## src/rtl/player_select_ctrl_if.sv

```systemverilog
// Button/frame inputs and selection outputs shared by the select controller and the sprite path.
interface player_select_ctrl_if;
  logic       frame_tick;
  logic       btn_next;
  logic       btn_prev;
  logic       btn_ok;
  logic       btn_back;
  logic [1:0] contador_seleccionador;
  logic       locked;
  logic       blink_on;
  logic [9:0] posX;
  logic [9:0] posY;

  modport master (
    output frame_tick, btn_next, btn_prev, btn_ok, btn_back,
    input  contador_seleccionador, locked, blink_on, posX, posY
  );

  modport slave (
    input  frame_tick, btn_next, btn_prev, btn_ok, btn_back,
    output contador_seleccionador, locked, blink_on, posX, posY
  );
endinterface

```

## src/rtl/player_select_ctrl.sv

```systemverilog
// Player select/confirm controller: per-frame button debounce feeding a select FSM that
// drives the sprite mux code, lock flag and blink gate.
//
// state  | meaning
// IDLE   | nobody selected, sprite hidden
// CHOOSE | player highlighted, sprite blinking, next/prev cycle the choice
// LOCKED | choice confirmed, sprite solid
module player_select_ctrl #(
  parameter int         DEBOUNCE_FRAMES = 3,
  parameter int         BLINK_FRAMES    = 15,
  parameter logic [9:0] POS_X           = 10'd280,
  parameter logic [9:0] POS_Y           = 10'd200
) (
  input  logic               clk,
  input  logic               rst,
  player_select_ctrl_if.slave bus
);

  localparam int DCW = $clog2(DEBOUNCE_FRAMES + 1);
  localparam int BCW = $clog2(BLINK_FRAMES + 1);

  typedef enum logic [1:0] {IDLE, CHOOSE, LOCKED} state_t;

  // bit order: 0 next, 1 prev, 2 ok, 3 back
  logic [3:0]     raw;
  logic [3:0]     sync1, sync2, stable, stable_d, ev;
  logic [DCW-1:0] dcnt [4];

  assign raw = {bus.btn_back, bus.btn_ok, bus.btn_prev, bus.btn_next};

  always_ff @(posedge clk or posedge rst) begin
    if (rst) begin
      sync1    <= '0;
      sync2    <= '0;
      stable   <= '0;
      stable_d <= '0;
      ev       <= '0;
      for (int i = 0; i < 4; i++) dcnt[i] <= '0;
    end else begin
      sync1    <= raw;
      sync2    <= sync1;
      stable_d <= stable;
      ev       <= stable & ~stable_d;
      if (bus.frame_tick) begin
        for (int i = 0; i < 4; i++) begin
          if (sync2[i] != stable[i]) begin
            if (dcnt[i] == DCW'(DEBOUNCE_FRAMES - 1)) begin
              stable[i] <= sync2[i];
              dcnt[i]   <= '0;
            end else begin
              dcnt[i] <= dcnt[i] + 1'b1;
            end
          end else begin
            dcnt[i] <= '0;
          end
        end
      end
    end
  end

  // Only the highest-priority event of a cycle is seen by the FSM, even if it is ignored there.
  logic go_back, go_ok, go_next, go_prev;
  assign go_back = ev[3];
  assign go_ok   = ev[2] & ~ev[3];
  assign go_next = ev[0] & ~|ev[3:2];
  assign go_prev = ev[1] & ~ev[0] & ~|ev[3:2];

  state_t         state, state_n;
  logic [1:0]     sel, sel_n;
  logic           locked, locked_n;
  logic           blink_on, blink_n;
  logic [BCW-1:0] bcnt, bcnt_n;

  always_ff @(posedge clk or posedge rst) begin
    if (rst) begin
      state    <= IDLE;
      sel      <= 2'b00;
      locked   <= 1'b0;
      blink_on <= 1'b0;
      bcnt     <= '0;
    end else begin
      state    <= state_n;
      sel      <= sel_n;
      locked   <= locked_n;
      blink_on <= blink_n;
      bcnt     <= bcnt_n;
    end
  end

  always_comb begin
    state_n = state;
    sel_n   = sel;
    blink_n = blink_on;
    bcnt_n  = bcnt;
    unique case (state)
      IDLE: begin
        blink_n = 1'b0;
        bcnt_n  = '0;
        if (go_next || go_prev) begin
          state_n = CHOOSE;
          sel_n   = go_next ? 2'b01 : 2'b10;
          blink_n = 1'b1;
        end
      end
      CHOOSE: begin
        if (go_back) begin
          state_n = IDLE;
          sel_n   = 2'b00;
          blink_n = 1'b0;
          bcnt_n  = '0;
        end else if (go_ok) begin
          state_n = LOCKED;
          blink_n = 1'b1;
          bcnt_n  = '0;
        end else if (go_next || go_prev) begin
          sel_n   = {sel[0], sel[1]};
          blink_n = 1'b1;
          bcnt_n  = '0;
        end else if (bus.frame_tick) begin
          if (bcnt == BCW'(BLINK_FRAMES - 1)) begin
            bcnt_n  = '0;
            blink_n = ~blink_on;
          end else begin
            bcnt_n = bcnt + 1'b1;
          end
        end
      end
      LOCKED: begin
        blink_n = 1'b1;
        bcnt_n  = '0;
        if (go_back) state_n = CHOOSE;
      end
      default: begin
        state_n = IDLE;
        sel_n   = 2'b00;
        blink_n = 1'b0;
        bcnt_n  = '0;
      end
    endcase
    locked_n = (state_n == LOCKED);
  end

  assign bus.contador_seleccionador = sel;
  assign bus.locked                 = locked;
  assign bus.blink_on               = blink_on;
  assign bus.posX                   = POS_X;
  assign bus.posY                   = POS_Y;

endmodule

```

## src/flat_wrapper.sv

```systemverilog
// flat-port wrapper written by rule: the top's interface ports become plain ports
module player_select_ctrl_flat 
#(
  parameter int         DEBOUNCE_FRAMES = 3,
  parameter int         BLINK_FRAMES    = 15,
  parameter logic [9:0] POS_X           = 10'd280,
  parameter logic [9:0] POS_Y           = 10'd200
)
  (clk, rst, bus_frame_tick, bus_btn_next, bus_btn_prev, bus_btn_ok, bus_btn_back, bus_contador_seleccionador, bus_locked, bus_blink_on, bus_posX, bus_posY);
  player_select_ctrl_if bus_i ();
  input  logic clk;
  input  logic rst;
  input wire logic [$bits(bus_i.frame_tick)-1:0] bus_frame_tick;
  input wire logic [$bits(bus_i.btn_next)-1:0] bus_btn_next;
  input wire logic [$bits(bus_i.btn_prev)-1:0] bus_btn_prev;
  input wire logic [$bits(bus_i.btn_ok)-1:0] bus_btn_ok;
  input wire logic [$bits(bus_i.btn_back)-1:0] bus_btn_back;
  output wire logic [$bits(bus_i.contador_seleccionador)-1:0] bus_contador_seleccionador;
  output wire logic [$bits(bus_i.locked)-1:0] bus_locked;
  output wire logic [$bits(bus_i.blink_on)-1:0] bus_blink_on;
  output wire logic [$bits(bus_i.posX)-1:0] bus_posX;
  output wire logic [$bits(bus_i.posY)-1:0] bus_posY;
  assign bus_i.frame_tick = bus_frame_tick;
  assign bus_i.btn_next = bus_btn_next;
  assign bus_i.btn_prev = bus_btn_prev;
  assign bus_i.btn_ok = bus_btn_ok;
  assign bus_i.btn_back = bus_btn_back;
  assign bus_contador_seleccionador = bus_i.contador_seleccionador;
  assign bus_locked = bus_i.locked;
  assign bus_blink_on = bus_i.blink_on;
  assign bus_posX = bus_i.posX;
  assign bus_posY = bus_i.posY;
  player_select_ctrl #(.DEBOUNCE_FRAMES(DEBOUNCE_FRAMES), .BLINK_FRAMES(BLINK_FRAMES), .POS_X(POS_X), .POS_Y(POS_Y)) u_core (.clk(clk), .rst(rst), .bus(bus_i));
endmodule
```

## config.mk

```make
export PLATFORM = sky130hd
export DESIGN_NAME = player_select_ctrl_flat
export DESIGN_NICKNAME = d
export VERILOG_FILES = /design/src/rtl/player_select_ctrl_if.sv /design/src/rtl/player_select_ctrl.sv /design/src/flat_wrapper.sv
export SDC_FILE = /design/constraint.sdc
export NUM_CORES = 1
export LEC_CHECK = 0
export BUFFER_PORTS_ARGS = -buffer_cell sky130_fd_sc_hd__clkbuf_2
export CORE_MARGIN = 5
export CORE_UTILIZATION = 40
export CTS_CLUSTER_DIAMETER = 60
export DETAILED_ROUTE_END_ITERATION = 12
export SLEW_MARGIN = 0
export SYNTH_ARGS = -nofsm -noshare
export SYNTH_HDL_FRONTEND = slang
export SYNTH_SLANG_ARGS = --single-unit
```

## constraint.sdc

```tcl
create_clock -name clk -period 1.34 [get_ports clk]
set_clock_uncertainty 0.15 [all_clocks]
set_input_delay 0.268 -clock clk [delete_from_list [all_inputs] [get_ports clk]]
set_output_delay 0.268 -clock clk [all_outputs]
set_load 0.01 [all_outputs]
```

# --- Word level (Yosys, flattened, before mapping) ---
# Index checks and enable logic that the tools add are counted.
classes:
  mux: 32
  n_bitwise: 10
  add_sub_neg: 5
  reduce_logical: 10
  n_eq_ne: 17
op_table:
  columns: ["operator", "count"]
  rows:
  - ["$mux W2", 17]
  - ["$mux W4", 6]
  - ["$eq A2 B2 Y1 const B", 6]
  - ["$pmux W2 S3", 2]
  - ["$reduce_and A3 Y1", 4]
  - ["$add A2 B1 Y2 const B", 4]
  - ["$mux W1", 6]
  - ["$ne A5 B1 Y1 const B", 1]
  - ["$ne A5 B2 Y1 const B", 1]
  - ["$add A4 B1 Y4 const B", 1]
  - ["$and A1 B1 Y1", 4]
  - ["$and A4 B4 Y4", 1]
  - ["$eq A4 B4 Y1 const B", 1]
  - ["$ne A1 B1 Y1", 4]
  - ["$not A1 Y1", 4]
  - ["$not A4 Y4", 1]
  - ["$reduce_and A4 Y1", 1]
  - ["$ne A3 B1 Y1 const B", 1]
  - ["$ne A3 B2 Y1 const B", 1]
  - ["$pmux W1 S3", 1]
  - ["$eq A2 B1 Y1 const B", 1]
  - ["$logic_not A2 Y1", 1]
  - ["$ne A2 B1 Y1 const B", 1]
  - ["$reduce_and A2 Y1", 1]
  - ["other kinds (3)", 3]
totals:
  regBits: 38
  in_bits: 7
  output_inout_bits: 24
  word_cells: 91

# --- Longest topological paths before layout ---
# Gate-level depths: netlist of run 1.
logic_depth:
  depth_word: 8
  depth_mapped: 5
  mapped_depth_nobuf: 5

# --- Least setup slack after synthesis of run 1 ---
# No wires, ideal clock.
synth_timing:
  path_kind: "register to register"
  startpoint: "reg u_core.bcnt[0]"
  endpoint: "reg u_core.blink_on (netlist: u_core.bus.blink_on)"
  period_less_slack_ns: 1.387
  path_stages_with_launch: 6
  t_required_ns: 1.096
  path_slack_ns: -0.047
  t_arrival_ns: 1.143
  setup_ns: 0.094
  path_buffers: 0
  path_cell_list: "dfrtp_1 -> inv_1 -> ha_1 -> nand4_1 -> and4b_1 -> a221oi_2"
synth_between:
  elab_chain_cells: 3
synth_rtl:
  columns: ["element", "line_no", "source"]
  rows:
  - ["start: declaration", "player_select_ctrl.sv:72", "logic [BCW-1:0] bcnt, bcnt_n;"]
  - ["start signal: assignment", "player_select_ctrl.sv:86", "bcnt <= bcnt_n;"]
  - ["$eq A4 B4 Y1", "player_select_ctrl.sv:120", "if (bcnt == BCW'(BLINK_FRAMES - 1)) begin"]
  - ["$ne A5 B1 Y1 (no line)", null, null]
  - ["$reduce_and A2 Y1 (no line)", null, null]
  - ["end signal: assignment", "player_select_ctrl.sv:85", "blink_on <= blink_n;"]
  - ["end: declaration", "player_select_ctrl.sv:71", "logic blink_on, blink_n;"]
# No other way between the ends.
# A chain may end at the register's enable or synchronous reset.

# --- Worst setup path after layout of run 1 ---
layout_timing:
  startpoint: "reg u_core.state[1]"
  endpoint: "reg u_core.blink_on (netlist: u_core.bus.blink_on)"
layout_between:
  elab_chain_cells: 3
  elab_cells_between_ends: 7
  classes_between: "eq/ne (4); mux (1); reduce/logical (2)"
layout_rtl:
  columns: ["element", "line_no", "source"]
  rows:
  - ["start: declaration", "player_select_ctrl.sv:68", "state_t state, state_n;"]
  - ["start signal: assignment", "player_select_ctrl.sv:82", "state <= state_n;"]
  - ["$eq A2 B1 Y1", "player_select_ctrl.sv:95", "unique case (state)"]
  - ["$ne A5 B1 Y1 (no line) or $ne A5 B2 Y1 (tied branches)", null, null]
  - ["$reduce_and A2 Y1 (no line)", null, null]
# Parallel ways exist; a longest one is shown, timed or not.

==> results of run 1 <==
==> metal layers <==
metal / vias to the layer above / track usage (%) / wire [µm]
li1: 547 / - / -
met4: 0 / 5.05 / 59
met5: - / 0 / 0
met1: 556 / 13.7 / 1200
met2: 35 / 20.2 / 1630
met3: 9 / 4.62 / 184
==> registers in the layout, indices dropped and copies added (netlist names) <==
| register | flops |
|---|---|
| u_core.dcnt | 8 |
| u_core.stable | 4 |
| u_core.bus.locked | 1 |
| u_core.bus.blink_on | 1 |
| u_core.bus.contador_seleccionador | 2 |
| u_core.ev | 4 |
| u_core.bcnt | 4 |
| u_core.stable_d | 4 |
| u_core.state | 2 |
| u_core.sync2 | 4 |
| u_core.sync1 | 4 |
==> through the flow <==
stage	instances	total power, mW	TNS (ns)	cell area [µm²]
3_5_place_dp	225	3.16	-0.0490	1860
6_report	238	4.30	-0.0233	2110
4_1_cts	238	4.17	-0.0252	2030
3_3_place_gp	225	3.09	0	1860
5_1_grt	238	4.63	-0.357	2110
2_1_floorplan	172	2.80	0	1800
==> Yosys cell counts, drive strengths merged (4+ instances only) <==
cell    count
dfrtp      38
buf        23
nand2      11
a21oi       6
inv         6
nand2b      6
nor3        6
mux2i       5
nor2        5
nor2b       5
mux2        4
o21ai       4
o22ai       4
xor2        4
==> kinds of logic after synthesis <==
family | Yosys count | synth area share (%)
mux | 9 | 5.50
other cells | 2 | 0.434
fa+ha+maj | 2 | 1.45
simple gates | 46 | 14.5
flops | 38 | 55.0
buf+inv | 29 | 11.0
xor+xnor | 4 | 2.03
compound gates | 24 | 10.1
==> worst max-delay path, delay by kind of cell, from the launching register on <==
kind,cells,cell delay [ns]
compound gates,2,0.42
simple gates,1,0.28
flops,1,0.43
==> layout by cell type, fill, tap and decap left out, types with 2 or more instances in the layout <==
master	Yosys	layout
dfrtp_1	38	37
o2bb2ai_1	2	2
o22ai_1	4	4
nor2_1	5	5
clkbuf_8	0	5
nand2b_1	6	6
nand3b_1	2	2
clkinvlp_4	0	2
xor2_1	4	4
and2_1	2	2
nand3_1	2	2
nor2b_1	5	5
nand2_1	11	10
clkbuf_2	0	10
buf_4	21	13
inv_1	6	5
conb_1	2	20
a21oi_1	6	5
mux2_2	4	4
o21ai_0	4	4
nor3_2	0	2
dlygate4sd3_1	0	5
nor3_1	6	4
mux2i_1	5	5
==> final timing paths <==
check | start | slack, ns | end | cells after the start
hold / removal | bus_frame_tick | 0.19 | u_core.dcnt[1] | 3
setup reg to reg | u_core.state[1] | -0.02 | u_core.bus.blink_on | 3
max in group asynchronous | rst | 0.42 | u_core.ev[0] | 4
min in group asynchronous | rst | 0.41 | u_core.dcnt[3] | 4
hold reg to reg | u_core.sync1[1] | 0.20 | u_core.sync2[1] | 0
setup / recovery | u_core.state[1] | -0.02 | u_core.bus.blink_on | 3
==> timing repair <==
| action | 4_1_cts | 5_1_grt |
|---|---|---|
| endpoints found under the hold margin | 42 | 0 |
| resized for setup | 1 | 14 |
| setup endpoints to repair | 3 | 7 |
| hold buffers | 5 | 0 |
| pin swaps | 0 | 8 |
==> cell type report <==
class	count	area, µm²
fillers	397	2160
clock inverters	3	45.0
flip-flops and latches	38	952
inverters	6	22.5
multi-input cells	105	734
clock buffers	5	68.8
well taps	52	65.1
repair buffers	29	218
==> power groups by stage <==
stage,logic [mW],registers (mW),clock network [mW]
after global placement,1.28,1.81,0
final,1.48,1.86,0.957
after detailed placement,1.33,1.83,0
after floorplan,0.985,1.81,0
after CTS,1.36,1.82,0.996
after global routing,1.67,1.91,1.05
==> out/qor.csv, run 1 <==
stage;metric;value;unit
detailed_routing;ant_nets;0;
logic_synthesis;syn_area;1730;µm²
floorplanning;num_rows;24;
cts;cts_setup_buffers;0;
floorplanning;initial_core_util;40.6;%
global_route;grt_pass1_vias;1151;
sta;min_period;1.36;ns
power;p_switching;1.41;mW
detailed_routing;viasPerCell;4.82;
power;power_frac_clock;22.3;%
cts;clk_pin_slew;0.08;ns
logic_synthesis;syn_area_per_cell;11.2;µm²
detailed_routing;dr.pass1.iters;4;
placed_design;io_buffers;10;
cts;clockBufferDepth;2;
run_status;outcome;finished, violations left;
power;power.internal;2.89;mW
logic_synthesis;yosys-top-cells-area;dfrtp_1, buf_4, mux2i_1;
placed_design;place.gp.congestion;0.814;
placed_design;place_ws;-0.0425;ns
global_route;grt_max_degree;39;
power;seqPwrFrac;43.3;%
detailed_routing;drtIter0Drc;67;
logic_synthesis;synth_top_area_cell;dfrtp_1;
cells_and_area;final_layout_size_suffix_gt1_share;28.5;%
sta;setup_viol;1;
floorplanning;ios;31;
global_route;grt_pass1_wl;5.08;mm
worst_setup_path;slowest_stage;dfrtp_1;
cts;cts_tree;done;
power;pwr-share-comb;34.5;%
global_route;grt_usage;12.0;%
sta;slew_violations;0;
logic_synthesis;yosysUniqueCellTypes;35;
cts;cts_made_buffers;5;
logic_synthesis;ys.flop_type;dfrtp_1;
cts;clk_latency;0.29;ns
detailed_routing;drc;0;
worst_setup_path;critPathMaxFanout;5;
power;leakagePower;0.963;nW
detailed_routing;num_vias;1147;
cells_and_area;diodes;0;
sta;hold_viol_final;0;
worst_hold_path;hold_path.class;input pin to register;
worst_setup_path;critPathLaunchType;register;
floorplanning;dieWidth;75.8;µm
power;p_per_area;2040;nW/µm²
floorplanning;die_h;75.8;µm
worst_setup_path;critPathMaxStageDelay;0.43;ns
floorplanning;die_area;5740;µm²
sta;rsz0062_at_grt;true;
logic_synthesis;synthCells;154;
logic_synthesis;async_reset_ff_share;100;%
sta;worst_slack;-0.0233;ns
cts;cts_root_buffer;clkbuf_8;
logic_synthesis;synth_edf_count;0;
cells_and_area;syn_to_final_growth;21.8;%
detailed_routing;routed_wl;3.07;mm
logic_synthesis;yosys_register_bits;38;
cts;h-tree-depth;2;
logic_synthesis;yosys.area.top_type_share;55.0;%
run_status;failed_checks;negative setup slack;
worst_setup_path;cp-end-kind;register;
worst_setup_path;crit_type;register to register;
power;p_sw_share;32.7;%
cells_and_area;final_nets;194;
global_route;gr-total-overflow;0;
logic_synthesis;yosysWarnings;0;
global_route;grt_antenna_before_repair;0;
placed_design;place_hpwl;2.11;mm
detailed_routing;avgRoutedWirePerCell;12.9;µm
sta;fin_crit_sh;102;%
worst_setup_path;crit_chain;or2_4 -> o21bai_4 -> a221oi_2;
floorplanning;core;4260;µm²
sta;max_freq;0.733;GHz
sta;fin_hold_ws;0.189;ns
flow_run;maxCapViolCount;0;
power;ir_drop;1.02;mV
worst_setup_path;cp.arrival;1.41;ns
worst_setup_path;cp.required;1.39;ns
cts;cts_sinks;38;
cells_and_area;final_core_util;49.4;%
logic_synthesis;synth_seq_area_share;55.0;%
No activity file was read; power rests on OpenSTA's default activity.
==> run 2, diff against run 1 <==
--- a/config.mk
+++ b/config.mk
@@ -5,6 +5,7 @@
 export SDC_FILE = /design/constraint.sdc
 export NUM_CORES = 1
 export LEC_CHECK = 0
+export ABC_AREA = 1
 export BUFFER_PORTS_ARGS = -buffer_cell sky130_fd_sc_hd__clkbuf_2
 export CORE_MARGIN = 5
 export CORE_UTILIZATION = 40
==> out/qor.csv, run 2 <==
stage;metric;value;unit
worst_hold_path;hold_path.class;register to register;
cells_and_area;n_fill_cell;387;
cells_and_area;final_nets;236;
logic_synthesis;ys.flop_type;dfrtp_1;
power;leakagePower;1.04;nW
detailed_routing;dr.pass1.iters;4;
sta;worst_slack;0.0195;ns
floorplanning;dieWidth;75.6;µm
floorplanning;die_area;5710;µm²
global_route;grt_pass1_wl;4.80;mm
placed_design;place.gp.congestion;0.776;
floorplanning;core;4090;µm²
worst_setup_path;cp-end-kind;register;
logic_synthesis;synthCells;189;
logic_synthesis;yosysWarnings;0;
placed_design;place_hpwl;2.00;mm
worst_setup_path;critPathLaunchType;register;
logic_synthesis;yosysUniqueCellTypes;21;
sta;fin_tns_setup;0;ns
cells_and_area;diodes;0;
cells_and_area;largest_register_ffs;8;
worst_setup_path;worst-r2r-setup-slack;0.02;ns
placed_design;place_area;1860;µm²
global_route;grt_pass1_vias;1119;
detailed_routing;viasPerCell;4.43;
flow_run;maxCapViolCount;0;
global_route;grt_usage;11.6;%
cells_and_area;final_layout_size_suffix_gt1_share;24.8;%
cells_and_area;final_core_util;51.3;%
sta;fin_crit_sh;98.5;%
cts;h-tree-depth;2;
global_route;grt_antenna_before_repair;0;
power;power.total;4.30;mW
worst_setup_path;critPathMaxFanout;4;
cts;clk_latency;0.28;ns
floorplanning;num_rows;23;
cells_and_area;top_register;u_core.dcnt;
cts;clk_pin_slew;0.07;ns
sta;setup_viol;0;
logic_synthesis;async_reset_ff_share;100;%
detailed_routing;drc;0;
logic_synthesis;synth_top_area_cell;dfrtp_1;
cts;clockBufferDepth;2;
sta;max_freq;0.757;GHz
sta;min_period;1.32;ns
cells_and_area;syn_to_final_growth;21.9;%
power;ir_drop;0.802;mV
floorplanning;initial_core_util;42.1;%
detailed_routing;drtIter0Drc;65;
logic_synthesis;netlist_top_cells_count;dfrtp_1, nand2_1, buf_4, inv_1;
sta;slew_violations;0;
logic_synthesis;synth_most_common_cell;dfrtp_1;
sta;rsz0062_at_grt;true;
logic_synthesis;yosys.area.top_type_share;55.3;%
logic_synthesis;synth_seq_area_share;55.3;%
placed_design;place_ws;0.00348;ns
detailed_routing;num_vias;1223;
floorplanning;die_h;75.6;µm
cells_and_area;final_common_cell;dfrtp_1;
cts;cts_root_buffer;clkbuf_8;
cells_and_area;final_cell_mix;dfrtp_1, nand2_1, conb_1;
worst_hold_path;holdPathStages;0;
worst_setup_path;crit_type;register to register;
cts;cts_sinks;38;
cts;cts_tree;done;
logic_synthesis;synth_edf_count;0;
cells_and_area;fin_area;2100;µm²
global_route;gr-total-overflow;0;
logic_synthesis;syn_area;1720;µm²
detailed_routing;avgRoutedWirePerCell;10.4;µm
power;p_per_area;2050;nW/µm²
sta;hold_viol_final;0;
run_status;outcome;finished clean;
global_route;grt_max_degree;39;
logic_synthesis;yosys-top-cells-area;dfrtp_1, buf_4, nand2_1;
worst_setup_path;cp.required;1.37;ns
cts;cts_made_buffers;5;
worst_setup_path;cp.arrival;1.35;ns
floorplanning;ios;31;
logic_synthesis;syn_area_per_cell;9.10;µm²
detailed_routing;routed_wl;2.88;mm
detailed_routing;ant_nets;0;
worst_setup_path;ff2ff_path_depth;8;
placed_design;io_buffers;10;
logic_synthesis;yosys_register_bits;38;
-- run 2: what timing repair did --
item | CTS | global route
endpoints found under the setup margin | 3 | 9
hold buffers | 5 | 0
pin swaps | 2 | 4
buffers inserted | 2 | 3
gates cloned | 0 | 0
hold endpoints to repair | 42 | 0
gates resized for setup | 3 | 17
-- run 2: worst max-delay path, cell delays in order (launching register included) --
cell and delay (ns):
dfrtp_1 0.40, inv_2 0.07, nand2_2 0.08, nor2_4 0.05, buf_6 0.12, a21oi_4 0.17
nand2_1 0.09, nand2_1 0.06, nand2_1 0.04
-- run 2: kinds of logic (layout without fill, tap and decap cells) --
logic type               Yosys count  after routing  synth area share, %
flip-flops                        38             38                 55.3
adder cells (fa/ha/maj)            2              2                 1.45
XOR/XNOR                           3              3                 1.53
AND/OR/NAND/NOR                   80             80                 20.4
AO/OA/AOI/OAI                     21             21                 7.05
buffers and inverters             43             62                 13.8
other                              2             20                0.437
-- run 2: power breakdown --
part | leakage, nW | switching (mW) | total, mW | internal [mW]
Combinational | 0.529 | 0.989 | 1.78 | 0.790
Clock | 0.0431 | 0.354 | 0.750 | 0.396
Sequential | 0.468 | 0.247 | 1.77 | 1.52
Total | 1.04 | 1.59 | 4.30 | 2.71
-- run 2: worst paths after layout --
| path | endpoint | startpoint |
|---|---|---|
| worst max-delay path | u_core.bus.contador_seleccionador[0] | u_core.ev[3] |
| min in group asynchronous | u_core.bcnt[2] | rst |
| worst min-delay path | u_core.sync2[3] | u_core.sync1[3] |
| worst min register to register | u_core.sync2[3] | u_core.sync1[3] |
| worst max register to register | u_core.bus.contador_seleccionador[0] | u_core.ev[3] |
| max in group asynchronous | u_core.stable_d[0] | rst |
-- run 2: area by class of cell --
class,count,area [µm²],area share [%]
clock buffers,6,82.6,3.94
multi-input cells,126,656,31.3
repair buffers,34,263,12.5
inverters,22,82.6,3.94
well taps,50,62.6,2.98
flip-flops and latches,38,951,45.3
-- run 2: per-stage QoR --
stage	cells	hold slack [ns]
floorplan	207	0.149
global placement	260	0.166
detailed placement	260	0.166
CTS	273	0.199
global route	276	0.204
finish	276	0.198
-- run 2: per-layer routing --
layer  routed length (µm)  track usage (%)  vias to the layer above  part of all wire, %
li1                     -                -                      633                    -
met1                 1220             13.8                      561                   43
met2                 1440             18.1                       22                   50
met3                  150             3.96                        7                  5.2
met4                   68             6.99                        0                  2.4
met5                    0                0                        -                    0
